--- src/rtl/scr1_dmem_pkg.sv ---
// Shared encodings and byte-lane helpers for the SCR1 dmem to Wishbone bridge.
// Lane helpers are pure combinational functions used by the bridge datapath.
package scr1_dmem_pkg;

  localparam logic [1:0] WIDTH_BYTE = 2'b00;
  localparam logic [1:0] WIDTH_HALF = 2'b01;
  localparam logic [1:0] WIDTH_WORD = 2'b10;

  localparam logic CMD_READ  = 1'b0;
  localparam logic CMD_WRITE = 1'b1;

  localparam logic [1:0] RESP_IDLE  = 2'b00;
  localparam logic [1:0] RESP_OKAY  = 2'b01;
  localparam logic [1:0] RESP_ERROR = 2'b10;

  typedef enum logic [1:0] {
    ST_IDLE = 2'd0,
    ST_BUS  = 2'd1,
    ST_RESP = 2'd2
  } state_e;

  function automatic logic req_legal(input logic [1:0] width, input logic [1:0] off);
    case (width)
      WIDTH_BYTE: req_legal = 1'b1;
      WIDTH_HALF: req_legal = ~off[0];
      WIDTH_WORD: req_legal = (off == 2'b00);
      default:    req_legal = 1'b0;
    endcase
  endfunction

  function automatic logic [3:0] lane_sel(input logic [1:0] width, input logic [1:0] off);
    case (width)
      WIDTH_BYTE: lane_sel = 4'b0001 << off;
      WIDTH_HALF: lane_sel = 4'b0011 << off;
      default:    lane_sel = 4'b1111;
    endcase
  endfunction

  function automatic logic [31:0] lane_wdata(input logic [1:0] width, input logic [31:0] wdata);
    case (width)
      WIDTH_BYTE: lane_wdata = {4{wdata[7:0]}};
      WIDTH_HALF: lane_wdata = {2{wdata[15:0]}};
      default:    lane_wdata = wdata;
    endcase
  endfunction

  // Right-justify the addressed lane(s) and zero-extend above the access width.
  function automatic logic [31:0] lane_rdata(input logic [1:0] width, input logic [1:0] off,
                                             input logic [31:0] dat);
    logic [31:0] shifted;
    shifted = dat >> {off, 3'b000};
    case (width)
      WIDTH_BYTE: lane_rdata = {24'b0, shifted[7:0]};
      WIDTH_HALF: lane_rdata = {16'b0, shifted[15:0]};
      default:    lane_rdata = shifted;
    endcase
  endfunction

endpackage

--- src/rtl/scr1_dmem_wb_bridge.sv ---
// SCR1 dmem port to 32-bit Wishbone B4 classic master: one bus cycle per legal request,
// immediate error for illegal ones, optional timeout abort while waiting for termination.
module scr1_dmem_wb_bridge
  import scr1_dmem_pkg::*;
#(
  parameter int unsigned TIMEOUT_CYCLES = 1024
) (
  input  logic        clk,
  input  logic        rst_n,
  output logic        dmem_req_ack,
  input  logic        dmem_req,
  input  logic        dmem_cmd,
  input  logic [1:0]  dmem_width,
  input  logic [31:0] dmem_addr,
  input  logic [31:0] dmem_wdata,
  output logic [31:0] dmem_rdata,
  output logic [1:0]  dmem_resp,
  output logic [29:0] wb_adr_o,
  output logic [31:0] wb_dat_o,
  input  logic [31:0] wb_dat_i,
  output logic [3:0]  wb_sel_o,
  output logic        wb_we_o,
  output logic        wb_cyc_o,
  output logic        wb_stb_o,
  output logic [2:0]  wb_cti_o,
  output logic [1:0]  wb_bte_o,
  input  logic        wb_ack_i,
  input  logic        wb_err_i
);

  localparam int CW = (TIMEOUT_CYCLES == 0) ? 1 : $clog2(TIMEOUT_CYCLES + 1);
  localparam logic [CW:0] TO_LIM = (CW + 1)'(TIMEOUT_CYCLES);

  state_e        state_q, state_d;
  logic          cyc_q, cyc_d;
  logic          we_q, we_d;
  logic [29:0]   adr_q, adr_d;
  logic [3:0]    sel_q, sel_d;
  logic [31:0]   dat_q, dat_d;
  logic [1:0]    width_q, width_d;
  logic [1:0]    off_q, off_d;
  logic [CW-1:0] cnt_q, cnt_d;
  logic [1:0]    resp_q, resp_d;
  logic [31:0]   rdata_q, rdata_d;

  logic          accept;
  logic [CW:0]   cnt_inc;
  logic          tmo_hit;

  assign dmem_req_ack = (state_q != ST_BUS);
  assign accept       = dmem_req & dmem_req_ack;
  assign cnt_inc      = {1'b0, cnt_q} + (CW + 1)'(1);
  assign tmo_hit      = (TIMEOUT_CYCLES != 0) && (cnt_inc == TO_LIM);

  always_comb begin
    state_d = state_q;
    cyc_d   = cyc_q;
    we_d    = we_q;
    adr_d   = adr_q;
    sel_d   = sel_q;
    dat_d   = dat_q;
    width_d = width_q;
    off_d   = off_q;
    cnt_d   = cnt_q;
    resp_d  = RESP_IDLE;
    rdata_d = '0;
    case (state_q)
      ST_BUS: begin
        // err outranks ack; ack outranks a timeout expiring in the same cycle
        if (wb_err_i) begin
          state_d = ST_RESP;
          cyc_d   = 1'b0;
          resp_d  = RESP_ERROR;
        end else if (wb_ack_i) begin
          state_d = ST_RESP;
          cyc_d   = 1'b0;
          resp_d  = RESP_OKAY;
          rdata_d = we_q ? 32'b0 : lane_rdata(width_q, off_q, wb_dat_i);
        end else if (tmo_hit) begin
          state_d = ST_RESP;
          cyc_d   = 1'b0;
          resp_d  = RESP_ERROR;
        end else begin
          cnt_d = cnt_inc[CW-1:0];
        end
      end
      default: begin
        state_d = ST_IDLE;
        if (accept) begin
          width_d = dmem_width;
          off_d   = dmem_addr[1:0];
          if (req_legal(dmem_width, dmem_addr[1:0])) begin
            state_d = ST_BUS;
            cyc_d   = 1'b1;
            we_d    = dmem_cmd;
            adr_d   = dmem_addr[31:2];
            sel_d   = lane_sel(dmem_width, dmem_addr[1:0]);
            dat_d   = lane_wdata(dmem_width, dmem_wdata);
            cnt_d   = '0;
          end else begin
            state_d = ST_RESP;
            resp_d  = RESP_ERROR;
          end
        end
      end
    endcase
  end

  always_ff @(posedge clk or negedge rst_n) begin
    if (!rst_n) begin
      state_q <= ST_IDLE;
      cyc_q   <= 1'b0;
      we_q    <= 1'b0;
      adr_q   <= '0;
      sel_q   <= '0;
      dat_q   <= '0;
      width_q <= '0;
      off_q   <= '0;
      cnt_q   <= '0;
      resp_q  <= RESP_IDLE;
      rdata_q <= '0;
    end else begin
      state_q <= state_d;
      cyc_q   <= cyc_d;
      we_q    <= we_d;
      adr_q   <= adr_d;
      sel_q   <= sel_d;
      dat_q   <= dat_d;
      width_q <= width_d;
      off_q   <= off_d;
      cnt_q   <= cnt_d;
      resp_q  <= resp_d;
      rdata_q <= rdata_d;
    end
  end

  assign dmem_resp  = resp_q;
  assign dmem_rdata = rdata_q;
  assign wb_cyc_o   = cyc_q;
  assign wb_stb_o   = cyc_q;
  assign wb_we_o    = we_q;
  assign wb_adr_o   = adr_q;
  assign wb_sel_o   = sel_q;
  assign wb_dat_o   = dat_q;
  assign wb_cti_o   = 3'b000;
  assign wb_bte_o   = 2'b00;

endmodule
--- config.mk ---
export PLATFORM = sky130hd
export DESIGN_NAME = scr1_dmem_wb_bridge
export DESIGN_NICKNAME = d
export VERILOG_FILES = /design/src/rtl/scr1_dmem_pkg.sv /design/src/rtl/scr1_dmem_wb_bridge.sv
export SDC_FILE = /design/constraint.sdc
export NUM_CORES = 1
export LEC_CHECK = 0
export CORE_ASPECT_RATIO = 1.75
export CORE_MARGIN = 5
export CORE_UTILIZATION = 31
export CTS_CLUSTER_SIZE = 28
export DETAILED_ROUTE_END_ITERATION = 10
export HOLD_SLACK_MARGIN = 0.03
export PLACE_DENSITY = 0.59
export SYNTH_ARGS = -nofsm -noshare
export SYNTH_HDL_FRONTEND = slang
export SYNTH_SLANG_ARGS = --single-unit
--- constraint.sdc ---
create_clock -name clk -period 2.4 [get_ports clk]
set_input_delay 0.24 -clock clk [delete_from_list [all_inputs] [get_ports clk]]
set_output_delay 0.24 -clock clk [all_outputs]
set_load 0.05 [all_outputs]
==> metrics, run 1 <==
setup TNS 0 ns; fmax 446.4 MHz; design area 0.008447 mm2; Final Hold Viols 0; port buffer count 207; Crit. End Element flop; first-pass GRT wire length 26390 um; NumNets Final 800; drt wl/cell 17.90 um; FF-to-FF Start cnt_q[0]; # rows 64; GR Util All Layers 16.28%; flops & latches, synth 119; placer congestion estimate 0.8371; Final ANT Viol Nets 0; Synth-to-Final Area Change 53.78%; outcome finished, final reports clean; max_slew headroom 50.82%; Filler cells 1668; clk slew on worst S/H paths 0.06 ns; vias in the first global route 4905; MaxCap Viol Count 0; critical path class flop to flop; Mapped Area 0.005493 mm2; die footprint 0.02059 mm2; Detailed Route Iter0 Violations 124; TritonCTS Buffers 17; VDD IR-drop max 0.4587 mV; CTS tree done; switching part of the total 35.16%; share of layout cells above drive strength 1 15.56%; sequential share of the synthesized area 54.21%; Hold Crit Class primary input to asynchronous set/reset pin; GR Overflow Total 0; Slew Limit Fails 0; HPWL after detailed placement 12850 um; average cell area after synthesis 11.30 um2; Yosys warning count 0; first drt pass iteration count 7; Post-synth EDFFs 0; total wire length 16830 um; routed vias 4482; period utilization 93.35%; Logic pwr share 31.9%; worst slew pin tran 0.7377 ns; CP Launch Type flop; Clock Path Buffers 2; CP required 2.73 ns; top_reg_cell synth dfrtp_1; Via density 4.768; Chip Width 110.6 um; worst reg-to-reg path cell count 9; CP Launch Point cnt_q[0]; Initial Util 31.47%; Chip Height 186.1 um; Clock Skew 0.009949 ns; RSZ-0062 raised after global routing false; I/O pin total 213; Post-route DRC 0; power share of the clock group 35.8%; Int Pwr 4.986 mW; NetSw 2.704 mW; post-synthesis async set-or-reset flop share 100.0%; pwr dens 910.4 mW/mm2; post-synth cell types 61; CTS Sinks 119; Lkg Pwr 3.609 nW; final number of setup-violating endpoints 0; min Tclk post-route 2.240 ns; CP Data Arrival Time 2.57 ns; Critical Path Fanout Max 11; CTS H-tree depth 4; Core Region 0.01746 mm2; largest net degree at the start of global routing 55; Clock Latency Late Sink 0.41 ns; clock tree root driver cell clkbuf_16; Placed Area 0.007784 mm2; tightest hold margin 0.4299 ns; Sequential Power Share 32.3%; Mapped Cells 486; initial antenna violation count 1
==> cell type report <==
type / count / area (um2) / area share (%)
Clock buffer: 19 / 442.9 / 5.244
Inverter: 4 / 17.52 / 0.2074
Timing Repair Buffer: 225 / 2232 / 26.43
Sequential cell: 119 / 2978 / 35.25
Multi-Input combinational cell: 327 / 2287 / 27.08
Clock inverter: 13 / 195.2 / 2.311
Tap cell: 231 / 289.0 / 3.422
Antenna cell: 2 / 5.005 / 0.05925
==> path summary, 6_finish.rpt <==
check | end | slack [ns]
setup reg to reg | cnt_q[7] | 0.16
hold reg to reg | wb_dat_o[26] | 0.48
setup / recovery | cnt_q[7] | 0.16
max in group asynchronous | wb_sel_o[3] | 1.27
min in group clk | wb_adr_o[28] | 0.44
hold / removal | wb_adr_o[1] | 0.43
==> per-layer routing <==
layer / GRT usage, % / vias up / part of all wire, %
li1: - / 2113 / -
met1: 16.14 / 2164 / 33
met2: 30.84 / 169 / 57
met3: 4.619 / 36 / 5.9
met4: 8.136 / 0 / 3.6
met5: 0 / - / 0
==> cells by family (layout without fill, tap and decap cells) <==
kind of cell | count (synthesis) | count (layout) | synth area share (%)
adders and majority gates | 2 | 2 | 0.4555
and+or+nand+nor | 139 | 139 | 13.01
xor gates and xnor gates | 2 | 2 | 0.3190
buffers and inverters | 44 | 261 | 4.647
AOI/OAI and AO/OA | 94 | 94 | 10.82
DFF | 119 | 119 | 54.21
muxes | 85 | 85 | 16.47
other | 1 | 7 | 0.06827
==> cell usage in the layout (no fill, tap or decap), types with 3 or more instances in the layout <==
cell / n
a211oi_1: 17
a21oi_1: 21
a31oi_1: 3
and2_1: 9
buf_4: 16
bufinv_16: 4
clkbuf_16: 17
clkdlybuf4s50_1: 206
clkinv_4: 3
clkinvlp_4: 3
conb_1: 5
dfrtp_1: 119
inv_6: 3
mux2_2: 43
mux2i_1: 42
nand2_1: 41
nand3_1: 5
nand4_1: 3
nor2_1: 42
nor2b_1: 9
nor3_1: 5
o21ai_0: 31
==> registers in the layout, summed over array words and instances, names as in the netlist <==
signal / count
wb_adr_o: 30
dmem_rdata: 32
state_q: 2
off_q: 2
cnt_q: 11
wb_cyc_o: 1
wb_dat_o: 32
wb_we_o: 1
width_q: 2
wb_sel_o: 4
dmem_resp: 2
==> power groups by stage <==
stage	registers [mW]	clock network, mW	logic [mW]
6_report	2.49	2.75	2.45
5_1_grt	2.53	2.92	2.58
3_5_place_dp	2.52	0	2.47
3_3_place_gp	2.51	0	2.45
4_1_cts	2.49	2.83	2.48
2_1_floorplan	3.44	0	0.574
==> critical path: stages, from the launching register on <==
cell and delay, ns:
dfrtp_1 0.44, ha_1 0.29, nand2_1 0.15, nor3_2 0.07, or3_1 0.33, a211oi_2 0.23
buf_4 0.21, a21o_2 0.22, inv_2 0.06, a31oi_1 0.15
==> metrics by stage <==
step / setup slack [ns] / total power, mW / utilization (%) / cells
floorplan: 0.3995 / 4.010 / - / 490
finish: 0.1597 / 7.690 / 48.39 / 940
global placement: 0.1803 / 4.960 / 44.59 / 905
CTS: 0.1172 / 7.800 / 48.30 / 938
detailed placement: 0.1051 / 4.992 / 44.59 / 905
global route: 0.002794 / 8.031 / 48.37 / 939
==> Yosys cell counts, types with 2 or more instances <==
cell / number / area, um2
dfrtp_1: 119 / 2978
mux2_2: 43 / 484.2
mux2i_1: 42 / 420.4
nor2_1: 42 / 157.7
nand2_1: 41 / 153.9
o21ai_0: 31 / 155.2
a21oi_1: 21 / 105.1
a211oi_1: 17 / 127.6
clkbuf_1: 15 / 56.30
and2_1: 9 / 56.30
nor2b_1: 9 / 56.30
buf_2: 7 / 35.03
buf_4: 7 / 52.55
buf_6: 7 / 78.83
nor3_1: 6 / 30.03
nand3_1: 5 / 25.02
buf_1: 4 / 15.01
a31oi_1: 3 / 18.77
nand4_1: 3 / 18.77
a21o_1: 2 / 15.01
a22o_1: 2 / 17.52
a22oi_1: 2 / 15.01
and3_1: 2 / 12.51
ha_1: 2 / 25.02
inv_1: 2 / 7.510
nor4_1: 2 / 12.51
nor4b_1: 2 / 17.52
o211ai_1: 2 / 15.01
o22a_1: 2 / 17.52
or3_1: 2 / 12.51
or3b_1: 2 / 17.52
xnor2_1: 2 / 17.52
==> what timing repair did <==
| action | 4_1_cts | 5_1_grt |
|---|---|---|
| endpoints found under the setup margin | 0 | 5 |
| hold buffers | 1 | 0 |
| gates resized for setup | 0 | 2 |
| buffers inserted | 0 | 0 |
| hold endpoints to repair | 52 | 0 |
No activity file was read; power rests on OpenSTA's default activity.
==> run 2: changes to the inputs <==
--- a/config.mk
+++ b/config.mk
@@ -5,6 +5,7 @@
 export SDC_FILE = /design/constraint.sdc
 export NUM_CORES = 1
 export LEC_CHECK = 0
+export CAP_MARGIN = 5
 export CORE_ASPECT_RATIO = 1.75
 export CORE_MARGIN = 5
 export CORE_UTILIZATION = 31
==> results of run 2 <==
Same layout as run 1: the final DEF is identical, and so are final timing and power.
